<file path="src/rtl/cpu_ctrl_pkg.sv">
// cpu_ctrl_pkg: shared constants for the multi-cycle control unit.
// Holds the opcode map, the ALU control codes (also consumed by the ALU),
// the controller state encodings and the datapath mux select codes.
package cpu_ctrl_pkg;

  // Opcodes (IR[15:12]). 0..OP_RMAX are R-type, C..F are illegal.
  localparam logic [3:0] OP_RMAX = 4'h6;
  localparam logic [3:0] OP_ADDI = 4'h7;
  localparam logic [3:0] OP_LW   = 4'h8;
  localparam logic [3:0] OP_SW   = 4'h9;
  localparam logic [3:0] OP_BEQ  = 4'hA;
  localparam logic [3:0] OP_J    = 4'hB;

  // ALU control codes; 7 is never issued.
  localparam logic [2:0] ALU_AND = 3'd0;
  localparam logic [2:0] ALU_OR  = 3'd1;
  localparam logic [2:0] ALU_ADD = 3'd2;
  localparam logic [2:0] ALU_SUB = 3'd3;
  localparam logic [2:0] ALU_SL  = 3'd4;
  localparam logic [2:0] ALU_SR  = 3'd5;
  localparam logic [2:0] ALU_SLT = 3'd6;

  typedef enum logic [3:0] {
    S_FETCH     = 4'd0,
    S_DECODE    = 4'd1,
    S_EXEC_R    = 4'd2,
    S_R_WB      = 4'd3,
    S_EXEC_I    = 4'd4,
    S_I_WB      = 4'd5,
    S_MEM_ADDR  = 4'd6,
    S_MEM_READ  = 4'd7,
    S_MEM_WB    = 4'd8,
    S_MEM_WRITE = 4'd9,
    S_BRANCH    = 4'd10,
    S_JUMP      = 4'd11,
    S_HALT      = 4'd12
  } state_e;

  // ALU operand B select
  localparam logic [1:0] SRCB_B      = 2'b00;
  localparam logic [1:0] SRCB_INC    = 2'b01;
  localparam logic [1:0] SRCB_IMM    = 2'b10;
  localparam logic [1:0] SRCB_IMM_SH = 2'b11;

  // PC source select
  localparam logic [1:0] PCSRC_ALU    = 2'b00;
  localparam logic [1:0] PCSRC_ALUOUT = 2'b01;
  localparam logic [1:0] PCSRC_JUMP   = 2'b10;

  function automatic logic is_rtype(input logic [3:0] op);
    return op <= OP_RMAX;
  endfunction

endpackage

</file>
<file path="src/rtl/alu_op_decode.sv">
// alu_op_decode: combinational ALU operation select.
// Ports:
//   exec_r      in  1 : controller is in the R-type execute state
//   branch      in  1 : controller is in the branch compare state
//   opcode      in  4 : IR[15:12]
//   alu_control out 3 : ALU op (opcode for R-type, sub for branch, else add)
module alu_op_decode
  import cpu_ctrl_pkg::*;
(
  input  logic       exec_r,
  input  logic       branch,
  input  logic [3:0] opcode,
  output logic [2:0] alu_control
);

  always_comb begin
    alu_control = ALU_ADD;
    // is_rtype guard keeps code 7 from ever leaking out of a stray opcode
    if (exec_r && is_rtype(opcode)) alu_control = opcode[2:0];
    else if (branch)                alu_control = ALU_SUB;
  end

endmodule

</file>
<file path="src/rtl/multicycle_control.sv">
// multicycle_control: multi-cycle FSM controller for the 16-bit datapath.
// Sequences fetch/decode/execute/memory/writeback and drives all datapath
// selects and write enables (Moore, except pc_write = zero in BRANCH).
// Ports:
//   clock, reset (sync, active-high)
//   opcode[3:0], zero               : from IR and ALU
//   pc_write, iord, mem_read, mem_write, ir_write, reg_write,
//   mem_to_reg, reg_dst, alu_src_a, alu_src_b[1:0], alu_control[2:0],
//   pc_source[1:0]                  : datapath control
//   halted, state[3:0]              : status / debug
module multicycle_control
  import cpu_ctrl_pkg::*;
#(
  parameter int PC_INC = 2
) (
  input  logic       clock,
  input  logic       reset,
  input  logic [3:0] opcode,
  input  logic       zero,
  output logic       pc_write,
  output logic       iord,
  output logic       mem_read,
  output logic       mem_write,
  output logic       ir_write,
  output logic       reg_write,
  output logic       mem_to_reg,
  output logic       reg_dst,
  output logic       alu_src_a,
  output logic [1:0] alu_src_b,
  output logic [2:0] alu_control,
  output logic [1:0] pc_source,
  output logic       halted,
  output logic [3:0] state
);

  // PC_INC is applied by the datapath on the SRCB_INC leg; it only has to be
  // a meaningful byte step here.
  if (PC_INC <= 0) begin : g_pc_inc_invalid
  end

  state_e state_q, state_d, dec_st;

  always_ff @(posedge clock) begin
    if (reset) state_q <= S_FETCH;
    else       state_q <= state_d;
  end

  always_comb begin
    state_d = S_FETCH;
    case (state_q)
      S_FETCH: state_d = S_DECODE;
      S_DECODE: begin
        if (is_rtype(opcode)) state_d = S_EXEC_R;
        else begin
          case (opcode)
            OP_ADDI:      state_d = S_EXEC_I;
            OP_LW, OP_SW: state_d = S_MEM_ADDR;
            OP_BEQ:       state_d = S_BRANCH;
            OP_J:         state_d = S_JUMP;
            default:      state_d = S_HALT;
          endcase
        end
      end
      S_EXEC_R:   state_d = S_R_WB;
      S_EXEC_I:   state_d = S_I_WB;
      S_MEM_ADDR: state_d = (opcode == OP_LW) ? S_MEM_READ : S_MEM_WRITE;
      S_MEM_READ: state_d = S_MEM_WB;
      S_HALT:     state_d = S_HALT;
      default:    state_d = S_FETCH; // writebacks, branch, jump, 13-15
    endcase
  end

  // While reset is held the selects show FETCH values regardless of the
  // stale state, and the enables are zeroed below.
  assign dec_st = reset ? S_FETCH : state_q;
  assign state  = state_q;

  alu_op_decode u_alu_op (
    .exec_r      (dec_st == S_EXEC_R),
    .branch      (dec_st == S_BRANCH),
    .opcode      (opcode),
    .alu_control (alu_control)
  );

  always_comb begin
    pc_write   = 1'b0;
    iord       = 1'b0;
    mem_read   = 1'b0;
    mem_write  = 1'b0;
    ir_write   = 1'b0;
    reg_write  = 1'b0;
    mem_to_reg = 1'b0;
    reg_dst    = 1'b0;
    alu_src_a  = 1'b0;
    alu_src_b  = SRCB_B;
    pc_source  = PCSRC_ALU;
    halted     = 1'b0;
    case (dec_st)
      S_FETCH: begin
        mem_read  = 1'b1;
        ir_write  = 1'b1;
        pc_write  = 1'b1;
        alu_src_b = SRCB_INC;
      end
      S_DECODE:   alu_src_b = SRCB_IMM_SH; // branch target into ALUOut
      S_EXEC_R:   alu_src_a = 1'b1;
      S_R_WB: begin
        reg_write = 1'b1;
        reg_dst   = 1'b1;
      end
      S_EXEC_I, S_MEM_ADDR: begin
        alu_src_a = 1'b1;
        alu_src_b = SRCB_IMM;
      end
      S_I_WB:     reg_write = 1'b1;
      S_MEM_READ: begin
        mem_read = 1'b1;
        iord     = 1'b1;
      end
      S_MEM_WB: begin
        reg_write  = 1'b1;
        mem_to_reg = 1'b1;
      end
      S_MEM_WRITE: begin
        mem_write = 1'b1;
        iord      = 1'b1;
      end
      S_BRANCH: begin
        alu_src_a = 1'b1;
        pc_source = PCSRC_ALUOUT;
        pc_write  = zero;
      end
      S_JUMP: begin
        pc_write  = 1'b1;
        pc_source = PCSRC_JUMP;
      end
      S_HALT:  halted = 1'b1;
      default: ;
    endcase
    if (reset) begin
      pc_write  = 1'b0;
      ir_write  = 1'b0;
      mem_read  = 1'b0;
      mem_write = 1'b0;
      reg_write = 1'b0;
      halted    = 1'b0;
    end
  end

endmodule
</file>
<file path="config.mk">
export PLATFORM = sky130hd
export DESIGN_NAME = multicycle_control
export DESIGN_NICKNAME = d
export VERILOG_FILES = /design/src/rtl/cpu_ctrl_pkg.sv /design/src/rtl/alu_op_decode.sv /design/src/rtl/multicycle_control.sv
export SDC_FILE = /design/constraint.sdc
export NUM_CORES = 1
export LEC_CHECK = 0
export CORE_UTILIZATION = 38
export DETAILED_ROUTE_END_ITERATION = 10
export PLACE_DENSITY = 0.77
export SYNTH_ARGS = -nofsm -noshare
export SYNTH_HDL_FRONTEND = slang
export SYNTH_HIERARCHICAL = 1
export SYNTH_SLANG_ARGS = --single-unit
</file>
<file path="constraint.sdc">
create_clock -name clock -period 3.25 [get_ports clock]
set_input_delay 0.975 -clock clock [delete_from_list [all_inputs] [get_ports clock]]
set_output_delay 0.975 -clock clock [all_outputs]
set_load 0.02 [all_outputs]
</file>
==> run summary <==
Post-route minimum period = 3.14 ns
Max FFs per register = 4
DIE WIDTH = 39.5 um
Final-report setup violation count = 0
Largest net degree at the start of global routing = 20
Antenna violations before repair = 0
Mapped Cells = 78
Crit path DAT = 2.16 ns
TritonCTS Buffers = 3
Max Clock Freq = 0.319 GHz
Switching part of the total power = 44.7%
Clock slew at reported path FFs = 0.04 ns
Post-Place Cells = 125
LEAKAGE = 0.372 nW
Hold path depth = 3
Antenna Violating Nets Remaining = 0
R2r worst-path depth = 4
Combinational share of power = 61.9%
Crit Path Category = in2out
Syn_area_per_cell = 6.83 um2
Routed WL = 1.67 mm
Outcome = complete, no violations
RSZ-0062 raised after global routing = false
Initial Util = 41.0%
Required time of the critical path = 2.27 ns
First-pass GRT wire length = 2.46 mm
Syn Nets = 85
DRC = 0
Fin Setup TNS = 0 ns
Cell Int Power = 0.191 mW
Die Y = 39.5 um
Die Area = 1560 um2
Core area = 1300 um2
Gpl congestion = 0.848
Layout area overhead = 66.7%
Post-DR wirelength/cell = 13.0 um
Critical Path Fanout Max = 5
Yosys warnings = 6
Worst Hold Slack = 0.608 ns
First-pass DRT Iterations = 6
Post-synthesis sequential area ratio = 15.0%
Via density per instance = 5.54
Pwr Density = 389 nW/um2
Gr usage total = 23.4%
Yosys reg bits = 4
Final Power = 0.345 mW
Root Driver = clkbuf_4
CTS Buffer Depth = 2
Fin nets = 122
DR vias = 709
Top-Level Pins = 28
CTS sink cnt = 4
Vias in the first global route = 585
Post-DP HPWL = 1.15 mm
Hold Vio Cnt, Final = 0
CTS tree = yes
Remaining Overflow, GRT = 0
Initial detailed-routing violation count = 15
Max-cap violations = 0
Sw power = 0.154 mW
HP Class = reg2reg
Register share of total power = 19.5%
Rows = 13
Layout cells sized above 1 = 23.0%
Worst-Skew Late Latency = 0.24 ns
Final Max Tran Viols = 0
Crit start category = input pin
Worst slew margin = 76.2%
Cell variety after synth = 35
H-tree levels = 1
Clock skew = 0.00527 ns
VDD IR max = 216 uV
Post-Layout Cell Count = 128
CP endpoint kind = primary output
Worst Tran Pin Value = 0.352 ns
Port buffer count = 27
Synth Cell Area = 533 um2
Ant. Diodes = 0
Final Cycle Share = 96.6%
Clock network power share = 18.6%
## critical path, cell delays in order
cell	delay (ns)
dlygate4sd2_1	0.26
buf_4	0.15
nand2b_1	0.22
nor3_1	0.20
dlygate4sd2_1	0.35
## area by class of cell
class / instances / area (um2)
clock buffers: 3 / 22.5
well taps: 15 / 18.8
flip-flops and latches: 4 / 80.1
repair buffers: 39 / 337
fillers: 133 / 413
multi-input cells: 65 / 423
inverters: 2 / 7.51
## path summary, 6_finish.rpt
check,start,end,slack (ns)
min,state[2],state[1],0.61
max reg2reg,state[0],state[2],1.52
min reg2reg,state[2],state[1],0.61
max,reset,pc_source[0],0.11
## synthesized netlist by cell type
cell,count,share of area (%)
a211o_1,2,3.3
a211oi_1,4,5.6
a21oi_1,3,2.8
a21oi_2,1,1.6
a221o_1,1,1.9
a31oi_1,3,3.5
and2_1,1,1.2
and3b_1,2,3.3
and4bb_2,1,2.3
buf_2,1,0.94
clkbuf_1,6,4.2
dfxtp_1,4,15
inv_1,2,1.4
nand2_1,7,4.9
nand2b_1,5,5.9
nand2b_4,1,2.6
nand3_1,2,1.9
nand3b_1,1,1.4
nand4_1,1,1.2
nor2_1,7,4.9
nor2b_1,1,1.2
nor3_1,7,6.6
nor3b_1,1,1.4
nor4_1,2,2.3
nor4b_1,1,1.6
nor4bb_1,1,1.9
o2111ai_1,1,1.6
o211ai_1,1,1.4
o21ai_1,2,1.9
o22a_2,1,1.9
o31a_1,1,1.6
or2_1,1,1.2
or2_2,1,1.2
or4b_4,1,2.6
xor2_1,1,1.6
## layer usage
| layer | global-route usage, % | wire [um] | vias to the layer above |
|---|---|---|---|
| met3 | 6.25 | 77 | 2 |
| met4 | 7.76 | 18 | 0 |
| met2 | 38.9 | 752 | 22 |
| li1 | - | - | 364 |
| met5 | 0 | 0 | - |
| met1 | 28.6 | 818 | 321 |
## cells by family after synthesis
family	after synthesis	synth area share [%]
and+or+nand+nor	44	49.5
xor gates and xnor gates	1	1.64
DFF	4	15.0
AOI/OAI and AO/OA	20	27.2
buffers and inverters	9	6.57
## repair_timing
action,in CTS,in global routing
endpoints found under the setup margin,17,1
pin swaps,1,0
hold buffers,0,0
setup buffers,0,0
resized for setup,24,3
cloned,0,0
## power groups by stage
stage          clock network, mW  registers, mW  logic [mW]
5_1_grt                   0.0689         0.0684       0.232
3_5_place_dp                   0         0.0676       0.223
6_report                  0.0641         0.0673       0.214
2_1_floorplan                  0         0.0750       0.124
3_3_place_gp                   0         0.0676       0.223
4_1_cts                   0.0666         0.0671       0.212
## stage by stage
step	area, um2	worst slack [ns]	util (%)
floorplan	533	0.279	-
global placement	885	-0.451	68.0
detailed placement	885	-0.447	68.0
CTS	887	0.00351	68.2
global route	888	0.0424	68.3
finish	888	0.110	68.3
## cells in the final DEF (no fill, tap or decap), types with 2 or more instances in the layout
| cell | n |
|---|---|
| dlygate4sd2_1 | 13 |
| buf_4 | 12 |
| clkdlybuf4s50_1 | 10 |
| nor2_1 | 7 |
| nand2_1 | 7 |
| nor3_1 | 6 |
| nand2b_1 | 5 |
| a211oi_1 | 4 |
| dfxtp_1 | 4 |
| a21oi_1 | 3 |
| a31oi_1 | 3 |
| clkbuf_4 | 3 |
| inv_1 | 2 |
| nor4_1 | 2 |
| and3b_1 | 2 |
| nand3_1 | 2 |
| o21ai_1 | 2 |
| a211o_1 | 2 |
| clkdlybuf4s15_2 | 2 |
Power figures use the tool's default switching activity.
